### config.mk
export PLATFORM = sky130hd
export DESIGN_NAME = ycbcr_skin_bbox
export DESIGN_NICKNAME = d
export VERILOG_FILES = /design/src/rtl/ycbcr_skin_bbox_pkg.sv /design/src/rtl/ycbcr_in_range.sv /design/src/rtl/ycbcr_skin_bbox.sv
export SDC_FILE = /design/constraint.sdc
export NUM_CORES = 1
export LEC_CHECK = 0
export CAP_MARGIN = 10
export CORE_UTILIZATION = 45
export CTS_CLUSTER_DIAMETER = 100
export DETAILED_ROUTE_END_ITERATION = 6
export PLACE_DENSITY = 0.73
export REMOVE_ABC_BUFFERS = 1
export SLEW_MARGIN = 15
export SYNTH_ARGS = -nofsm -noshare
export SYNTH_HDL_FRONTEND = slang
export SYNTH_SLANG_ARGS = --single-unit
### constraint.sdc
create_clock -name iClk -period 6.65 [get_ports iClk]
set_input_delay 1.6625 -clock iClk [delete_from_list [all_inputs] [get_ports iClk]]
set_output_delay 1.6625 -clock iClk [all_outputs]
set_load 0.005 [all_outputs]
### src/rtl/ycbcr_skin_bbox_pkg.sv
// Shared definitions for the YCbCr skin classifier: pixel width, default frame size
// and the default skin window that the threshold shadows come out of reset with.
package ycbcr_skin_bbox_pkg;

    localparam int PIX_W      = 8;
    localparam int DEF_WIDTH  = 64;
    localparam int DEF_HEIGHT = 64;

    typedef struct packed {
        logic [PIX_W-1:0] yMin;
        logic [PIX_W-1:0] cbMin;
        logic [PIX_W-1:0] cbMax;
        logic [PIX_W-1:0] crMin;
        logic [PIX_W-1:0] crMax;
    } skinWindow_t;

    localparam skinWindow_t DEF_WINDOW = '{
        yMin:  8'd40,
        cbMin: 8'd77,
        cbMax: 8'd127,
        crMin: 8'd133,
        crMax: 8'd173
    };

endpackage

### src/rtl/ycbcr_in_range.sv
// Inclusive window compare lo <= value <= hi on unsigned pixel components.
// A window with lo > hi can never be satisfied, which is how a window is disabled.
module ycbcr_in_range
    import ycbcr_skin_bbox_pkg::*;
(
    input  logic [PIX_W-1:0] value,
    input  logic [PIX_W-1:0] lo,
    input  logic [PIX_W-1:0] hi,
    output logic             inRange
);

    assign inRange = (value >= lo) && (value <= hi);

endmodule

### src/rtl/ycbcr_skin_bbox.sv
// Skin classifier on a raster YCbCr stream: per-pixel mask output plus per-frame skin
// pixel count and bounding box, published with a one-cycle frame-done pulse.
module ycbcr_skin_bbox
    import ycbcr_skin_bbox_pkg::*;
#(
    parameter int WIDTH  = DEF_WIDTH,
    parameter int HEIGHT = DEF_HEIGHT,
    parameter int XW     = 6,
    parameter int YW     = 6,
    parameter int CW     = 13
) (
    input  logic             iClk,
    input  logic             iRst,
    input  logic             iValid,
    input  logic [PIX_W-1:0] iY,
    input  logic [PIX_W-1:0] iCb,
    input  logic [PIX_W-1:0] iCr,
    input  logic [PIX_W-1:0] iYMin,
    input  logic [PIX_W-1:0] iCbMin,
    input  logic [PIX_W-1:0] iCbMax,
    input  logic [PIX_W-1:0] iCrMin,
    input  logic [PIX_W-1:0] iCrMax,
    output logic             oValid,
    output logic             oMask,
    output logic             oFrameDone,
    output logic [CW-1:0]    oCount,
    output logic             oBoxValid,
    output logic [XW-1:0]    oXMin,
    output logic [XW-1:0]    oXMax,
    output logic [YW-1:0]    oYMin,
    output logic [YW-1:0]    oYMax
);

    skinWindow_t     portWin;
    skinWindow_t     shadowWin;
    skinWindow_t     activeWin;
    logic [XW-1:0]   xPos;
    logic [YW-1:0]   yPos;
    logic            atOrigin;
    logic            lastX;
    logic            lastPix;
    logic            yOk;
    logic            cbOk;
    logic            crOk;

    logic            s1Valid;
    logic            s1YOk;
    logic            s1CbOk;
    logic            s1CrOk;
    logic [XW-1:0]   s1X;
    logic [YW-1:0]   s1Y;
    logic            s1Last;
    logic            s1Match;

    logic [CW-1:0]   accCnt;
    logic [XW-1:0]   accXMin;
    logic [XW-1:0]   accXMax;
    logic [YW-1:0]   accYMin;
    logic [YW-1:0]   accYMax;
    logic            accAny;
    logic [CW-1:0]   nCnt;
    logic [XW-1:0]   nXMin;
    logic [XW-1:0]   nXMax;
    logic [YW-1:0]   nYMin;
    logic [YW-1:0]   nYMax;
    logic            nAny;

    assign portWin = '{yMin: iYMin, cbMin: iCbMin, cbMax: iCbMax, crMin: iCrMin, crMax: iCrMax};

    assign atOrigin = (xPos == '0) && (yPos == '0);
    assign lastX    = (xPos == XW'(WIDTH - 1));
    assign lastPix  = lastX && (yPos == YW'(HEIGHT - 1));

    // Pixel (0,0) is classified with the live port thresholds it latches; the rest of the frame uses the shadow.
    assign activeWin = atOrigin ? portWin : shadowWin;

    assign yOk = (iY >= activeWin.yMin);

    ycbcr_in_range u_cbRange (
        .value   (iCb),
        .lo      (activeWin.cbMin),
        .hi      (activeWin.cbMax),
        .inRange (cbOk)
    );

    ycbcr_in_range u_crRange (
        .value   (iCr),
        .lo      (activeWin.crMin),
        .hi      (activeWin.crMax),
        .inRange (crOk)
    );

    always_ff @(posedge iClk or posedge iRst) begin
        if (iRst) begin
            xPos      <= '0;
            yPos      <= '0;
            shadowWin <= DEF_WINDOW;
        end else if (iValid) begin
            if (atOrigin) begin
                shadowWin <= portWin;
            end
            if (lastX) begin
                xPos <= '0;
                yPos <= lastPix ? '0 : yPos + YW'(1);
            end else begin
                xPos <= xPos + XW'(1);
            end
        end
    end

    // Stage 1 data holds across gaps; only the valid bit drops.
    always_ff @(posedge iClk or posedge iRst) begin
        if (iRst) begin
            s1Valid <= 1'b0;
            s1YOk   <= 1'b0;
            s1CbOk  <= 1'b0;
            s1CrOk  <= 1'b0;
            s1X     <= '0;
            s1Y     <= '0;
            s1Last  <= 1'b0;
        end else begin
            s1Valid <= iValid;
            if (iValid) begin
                s1YOk  <= yOk;
                s1CbOk <= cbOk;
                s1CrOk <= crOk;
                s1X    <= xPos;
                s1Y    <= yPos;
                s1Last <= lastPix;
            end
        end
    end

    assign s1Match = s1YOk && s1CbOk && s1CrOk;

    always_comb begin
        nCnt  = accCnt;
        nXMin = accXMin;
        nXMax = accXMax;
        nYMin = accYMin;
        nYMax = accYMax;
        nAny  = accAny;
        if (s1Match) begin
            nCnt = accCnt + CW'(1);
            nAny = 1'b1;
            if (!accAny) begin
                nXMin = s1X;
                nXMax = s1X;
                nYMin = s1Y;
                nYMax = s1Y;
            end else begin
                nXMin = (s1X < accXMin) ? s1X : accXMin;
                nXMax = (s1X > accXMax) ? s1X : accXMax;
                nYMin = (s1Y < accYMin) ? s1Y : accYMin;
                nYMax = (s1Y > accYMax) ? s1Y : accYMax;
            end
        end
    end

    // Working set clears on the last pixel so the next frame's first pixel starts from zero.
    always_ff @(posedge iClk or posedge iRst) begin
        if (iRst) begin
            accCnt  <= '0;
            accXMin <= '0;
            accXMax <= '0;
            accYMin <= '0;
            accYMax <= '0;
            accAny  <= 1'b0;
        end else if (s1Valid) begin
            if (s1Last) begin
                accCnt  <= '0;
                accXMin <= '0;
                accXMax <= '0;
                accYMin <= '0;
                accYMax <= '0;
                accAny  <= 1'b0;
            end else begin
                accCnt  <= nCnt;
                accXMin <= nXMin;
                accXMax <= nXMax;
                accYMin <= nYMin;
                accYMax <= nYMax;
                accAny  <= nAny;
            end
        end
    end

    always_ff @(posedge iClk or posedge iRst) begin
        if (iRst) begin
            oValid     <= 1'b0;
            oMask      <= 1'b0;
            oFrameDone <= 1'b0;
            oCount     <= '0;
            oBoxValid  <= 1'b0;
            oXMin      <= '0;
            oXMax      <= '0;
            oYMin      <= '0;
            oYMax      <= '0;
        end else begin
            oValid     <= s1Valid;
            oFrameDone <= s1Valid && s1Last;
            if (s1Valid) begin
                oMask <= s1Match;
                if (s1Last) begin
                    oCount    <= nCnt;
                    oBoxValid <= nAny;
                    oXMin     <= nAny ? nXMin : '0;
                    oXMax     <= nAny ? nXMax : '0;
                    oYMin     <= nAny ? nYMin : '0;
                    oYMax     <= nAny ? nYMax : '0;
                end
            end
        end
    end

endmodule
### Yosys cells after proc, flatten, opt, wreduce, memory -nomap -nowiden

Cells that the tools add are included.

* register bits: 148
* output and inout port bits: 41
* word-level logic and storage cells: 81

* add/subtract/negate cells: 3
* magnitude comparators: 9
* equal/unequal tests: 2
* multiplexer cells: 27
* reductions and logical operators: 11

Operators by type and width (number)
* two-way mux 6 bit: 22
* two-way mux 40 bit: 1
* two-way mux 13 bit: 2
* >= comparator 8 bit: 3
* <= comparator 8 bit: 2
* adder 13 x 1 -> 13 bit (second input constant): 1
* adder 6 x 1 -> 6 bit (second input constant): 2
* == test 6 bit (second input constant): 2
* > comparator 6 bit: 2
* zero test 6 bit: 2
* less-than comparator 6 bit: 2
* logical AND 1 bit: 7
* AND reduction 2 bit: 2
* two-way mux 1 bit: 2

### Logic depth before layout (Yosys ltp)

* word-level depth: 5
* mapped depth: 12
* depth with buffers taken out: 11

### Modules after synthesis

A second synthesis with hierarchy kept.

* cells, all modules: 820
* area total of the unflattened synthesis: 8546.9 um2

By module, submodules not included
* ycbcr_skin_bbox: times used 1, cells an instance 706, area an instance 7743.7 um2, seq. area each 3729.8 um2
* ycbcr_in_range: times used 2, cells an instance 57, area an instance 401.6 um2, seq. area each 0.0 um2

### Least setup slack after synthesis

Ideal clock, no wire load.

* path type: input port to flip-flop
* start point: input port iCrMin[0]
* end point: register s1CrOk
* data arrival time: 2.965 ns
* data required time: 6.527 ns
* path slack: 3.562 ns
* cell stages on the path: 7
* path buffers: 0
* path through: mux2_2 > ha_1 > nand2b_1 > a21oi_1 > o21ai_0 > a2111o_1 > o221a_2

* cells in the longest elaborated chain, start to end: 3

RTL lines
* start, declared: RTL line ycbcr_skin_bbox.sv:21 `input logic [PIX_W-1:0] iCrMin,`
* two-way mux 40 bit
* >= comparator 8 bit: RTL line ycbcr_in_range.sv:12 `assign inRange = (value >= lo) && (value <= hi);`
* logical AND 1 bit: RTL line ycbcr_in_range.sv:12
* end signal, assigned: RTL line ycbcr_skin_bbox.sv:126 `s1CrOk <= crOk;`
* end, declared: RTL line ycbcr_skin_bbox.sv:49 `logic s1CrOk;`

Every way passes these cells.
A chain may end at the register's enable or synchronous reset.

### Worst setup path in the final report

* start point: register xPos[0]
* end point: register s1CrOk

* cells in the longest elaborated chain, start to end: 5
* elaborated cells between the ends (all ways): 6
* those cells by class: order compare (2); mux (1); reduce/logical (3)

RTL lines
* start, declared: RTL line ycbcr_skin_bbox.sv:37 `logic [XW-1:0] xPos;`
* start signal, assigned: RTL line ycbcr_skin_bbox.sv:106 `xPos <= xPos + XW'(1);`
* zero test 6 bit *: RTL line ycbcr_skin_bbox.sv:70 `assign atOrigin = (xPos == '0) && (yPos == '0);`
* logical AND 1 bit *: RTL line ycbcr_skin_bbox.sv:70
* two-way mux 40 bit *
* >= comparator 8 bit or <= comparator 8 bit (tied branches): RTL line ycbcr_in_range.sv:12
* logical AND 1 bit *: RTL line ycbcr_in_range.sv:12

Every way passes the cells marked *; elsewhere a longest branch is shown, timed or not.

==> impl_metrics.toml <==
[outcome]
outcome = "finished, violations left"
failed_checks = "DRC"

[drt]
wl_per_cell_um = 16.46
ant_nets = 0
vias = 6141
wl_um = 17920
drc = 12
drtIter0Drc = 377
firstDrtPassIters = 7
via_per_inst = 5.639

[worst_hold_path]
worstHoldPathCells = 2
worstHoldPathType = "reg -> reg"

[synthesis]
synth_cell_types = 60
ys_top_cells_by_area = "dfrtp_1 (38%), ha_1 (10%), mux2_4 (7.2%), dfstp_2 (6.6%), mux2i_1 (5.6%)"
syn_avg_cell_area_sq_um = 11.16
synth_sequential_area_ratio_pct = 44.73
synth_compound_area_share_pct = 15.80
synth.yosys.warnings = 0
syn_inst = 747
synth-simple-area-share_pct = 9.004
yosys.cell_count.top_type = "dfrtp_1"
synthFlopType = "dfrtp_1"
muxShareOfSynthArea_pct = 14.74
synth_top_family_by_area = "compound AO/OA/AOI/OAI gates"
syn_area_sq_mm = 0.008338
synth_area_leader_cell = "dfrtp_1"
synth_edf_count = 0
synth-seq-cells = 148
synth-adder-area-share_pct = 10.05
synthArstFlopShare_pct = 100.0
synth_top_area_share_pct = 38.12
synth_common_cells = "dfrtp_1 (127), ha_1 (67), nand2_1 (59), mux2i_1 (47), o21ai_0 (43)"
synthXorXnorAreaFrac_pct = 1.996

[timing]
rsz0062_at_grt = "false"
whs_ns = 0.4737
layout_setup_ws_ns = 2.594
max_freq_mhz = 246.6
post-route-period-util_pct = 60.99
max-slew-margin-rel_pct = 32.87
worst_pin_slew_ns = 1.005
period_needed_ns = 4.056
report.final.slew_viol_count = 0
setup_viol = 0
finalHoldViolCount = 0
fin_skew_ns = 0.008685
setup-tns-final_ns = 0

[critical_path]
timing.rr.end = "s1CrOk$_DFFE_PP0P_"
crit_fanout = 28
end_kind = "flop"
criticalPathCategory = "reg -> reg"
crit_path_end = "s1CrOk$_DFFE_PP0P_"
worstPathRequired_ns = 7.01
rr_worst_depth = 12
crit_path_start = "xPos[0]$_DFFE_PP0P_"
cp_data_arrival_time_ns = 4.42
cp-start-kind = "flop"
critical_path.reg2reg.startpoint = "xPos[0]$_DFFE_PP0P_"
r2r_setup_slack_ns = 2.59

[floorplan]
die_area_sq_mm = 0.01908
core.rowCount = 49
initial_core_util_pct = 46.10
io_pins = 108
die_w_um = 138.1
core_sq_mm = 0.01809
fp.dieH_um = 138.1

[cts]
clockRootBuffer = "clkbuf_16"
htree_num_levels = 4
post_cts_resized = 0
clock_path_buffers = 2
numCtsBuffers = 17
clk_pin_slew_ns = 0.06
insertion_delay_ns = 0.42
cts_hold_buf = 0
postCtsSetupBuffers = 0
clkSinkCount = 148
cts_tree = "yes"

[cells_and_area]
final_layout_size_suffix_gt1_share_pct = 13.95
num_antenna_cells = 0
final_core_utilization_pct = 56.33
top_register = "shadowWin"
area.growth.synth_to_final_pct = 22.18
nets = 981
seq_area_sq_mm = 0.003730
reg_top3 = "shadowWin (40), accCnt (13), oCount (13)"
multi_input_area_sq_mm = 0.004302
fillers = 1566
largest_reg_flops = 40

[global_routing]
antenna_found_initial = 0
grt_pass1_wl_um = 30420
grt_overflow = 0
grt_max_degree = 99
grt_pass1_vias = 6089
grt.total_usage_pct = 19.91

[flow_run]
max_cap_violations = 0

[power]
power.share.combinational_pct = 34.0
internal-power_w = 0.002401
p_switching_w = 0.001150
power_density_mw_per_mm2 = 348.5
ir_drop_uv = 192.0
seq_power_share_pct = 38.4
switching_share_pct = 32.39
power_frac_clock_pct = 27.6
power.leakage_nw = 4.844

[place]
portBuffers = 107
place_congestion = 0.8294
preCtsSetupSlack_ns = 2.562
place_hpwl_um = 12700
[worst min-delay path by stage]
| stage | startpoint | endpoint | slack [ns] |
|---|---|---|---|
| floorplan | oBoxValid$_DFFE_PP0P_ | oBoxValid$_DFFE_PP0P_ | 0.47 |
| global placement | oBoxValid$_DFFE_PP0P_ | oBoxValid$_DFFE_PP0P_ | 0.46 |
| detailed placement | oBoxValid$_DFFE_PP0P_ | oBoxValid$_DFFE_PP0P_ | 0.46 |
| CTS | oBoxValid$_DFFE_PP0P_ | oBoxValid$_DFFE_PP0P_ | 0.48 |
| global route | oYMax[3]$_DFFE_PP0P_ | oYMax[3]$_DFFE_PP0P_ | 0.50 |
| finish | oBoxValid$_DFFE_PP0P_ | oBoxValid$_DFFE_PP0P_ | 0.47 |
[power groups by stage]
stage / combinational (W) / sequential (W) / clock (W)
final: 0.00121 / 0.00136 / 0.000981
after detailed placement: 0.00121 / 0.00137 / 0
after floorplan: 0.000967 / 0.00130 / 0
after CTS: 0.00122 / 0.00136 / 0.000999
after global placement: 0.00117 / 0.00136 / 0
after global routing: 0.00136 / 0.00139 / 0.00104
[placed cells by master, fill, tap and decap left out, drive strengths merged, types with 9 or more instances in the layout]
cell type	instances
o31ai	9
o21ai	44
mux2	54
dfrtp	127
nand2	59
a21o	16
inv	41
nand4	14
clkbuf	19
nor2	29
a31oi	11
ha	67
a21oi	23
nand3	15
mux2i	47
a22o	22
dfstp	21
a211oi	10
clkdlybuf4s50	107
xnor2	12
[layout make-up]
class | count | share of cell area [%]
tap | 229 | 2.813
sequential | 148 | 36.61
multi-input combinational | 527 | 42.23
clock inverter | 13 | 1.560
clock buffer | 19 | 4.348
inverter | 41 | 1.560
timing repair buffer | 112 | 10.88
[metal layers]
layer  GRT usage (%)  part of all wire, %
met1           26.85                   47
met2           31.18                   45
met3           4.711                  5.0
met4           7.569                  2.2
met5               0                    0
[through the flow]
stage / instances / total power, W / area [sq um]
after floorplan: 716 / 0.002270 / 8185
after detailed placement: 1057 / 0.002573 / 9585
after global placement: 1057 / 0.002538 / 9585
after global routing: 1089 / 0.003790 / 10190
after CTS: 1089 / 0.003576 / 10190
final: 1089 / 0.003551 / 10190
[cell families (layout without fill, tap and decap cells)]
family                     after synthesis  in the layout
AOI/OAI and AO/OA                      184            184
and+or+nand+nor                        156            156
DFF                                    148            148
muxes                                  101            101
buffers and inverters                   72            185
adders and majority gates               67             67
xor gates and xnor gates                19             19
[worst max-delay path, cell delays in order (launching register included)]
cell and delay, ns:
dfrtp_1 0.43, inv_1 0.11, ha_1 0.15, nor4b_1 0.22, nand4b_1 0.81, buf_4 0.59, mux2i_1 0.18, ha_1 0.30
nor2b_1 0.13, o211ai_1 0.17, a21oi_1 0.09, a2111oi_0 0.51, o221a_2 0.29
Note: power is estimated with default switching activity, not from simulation.
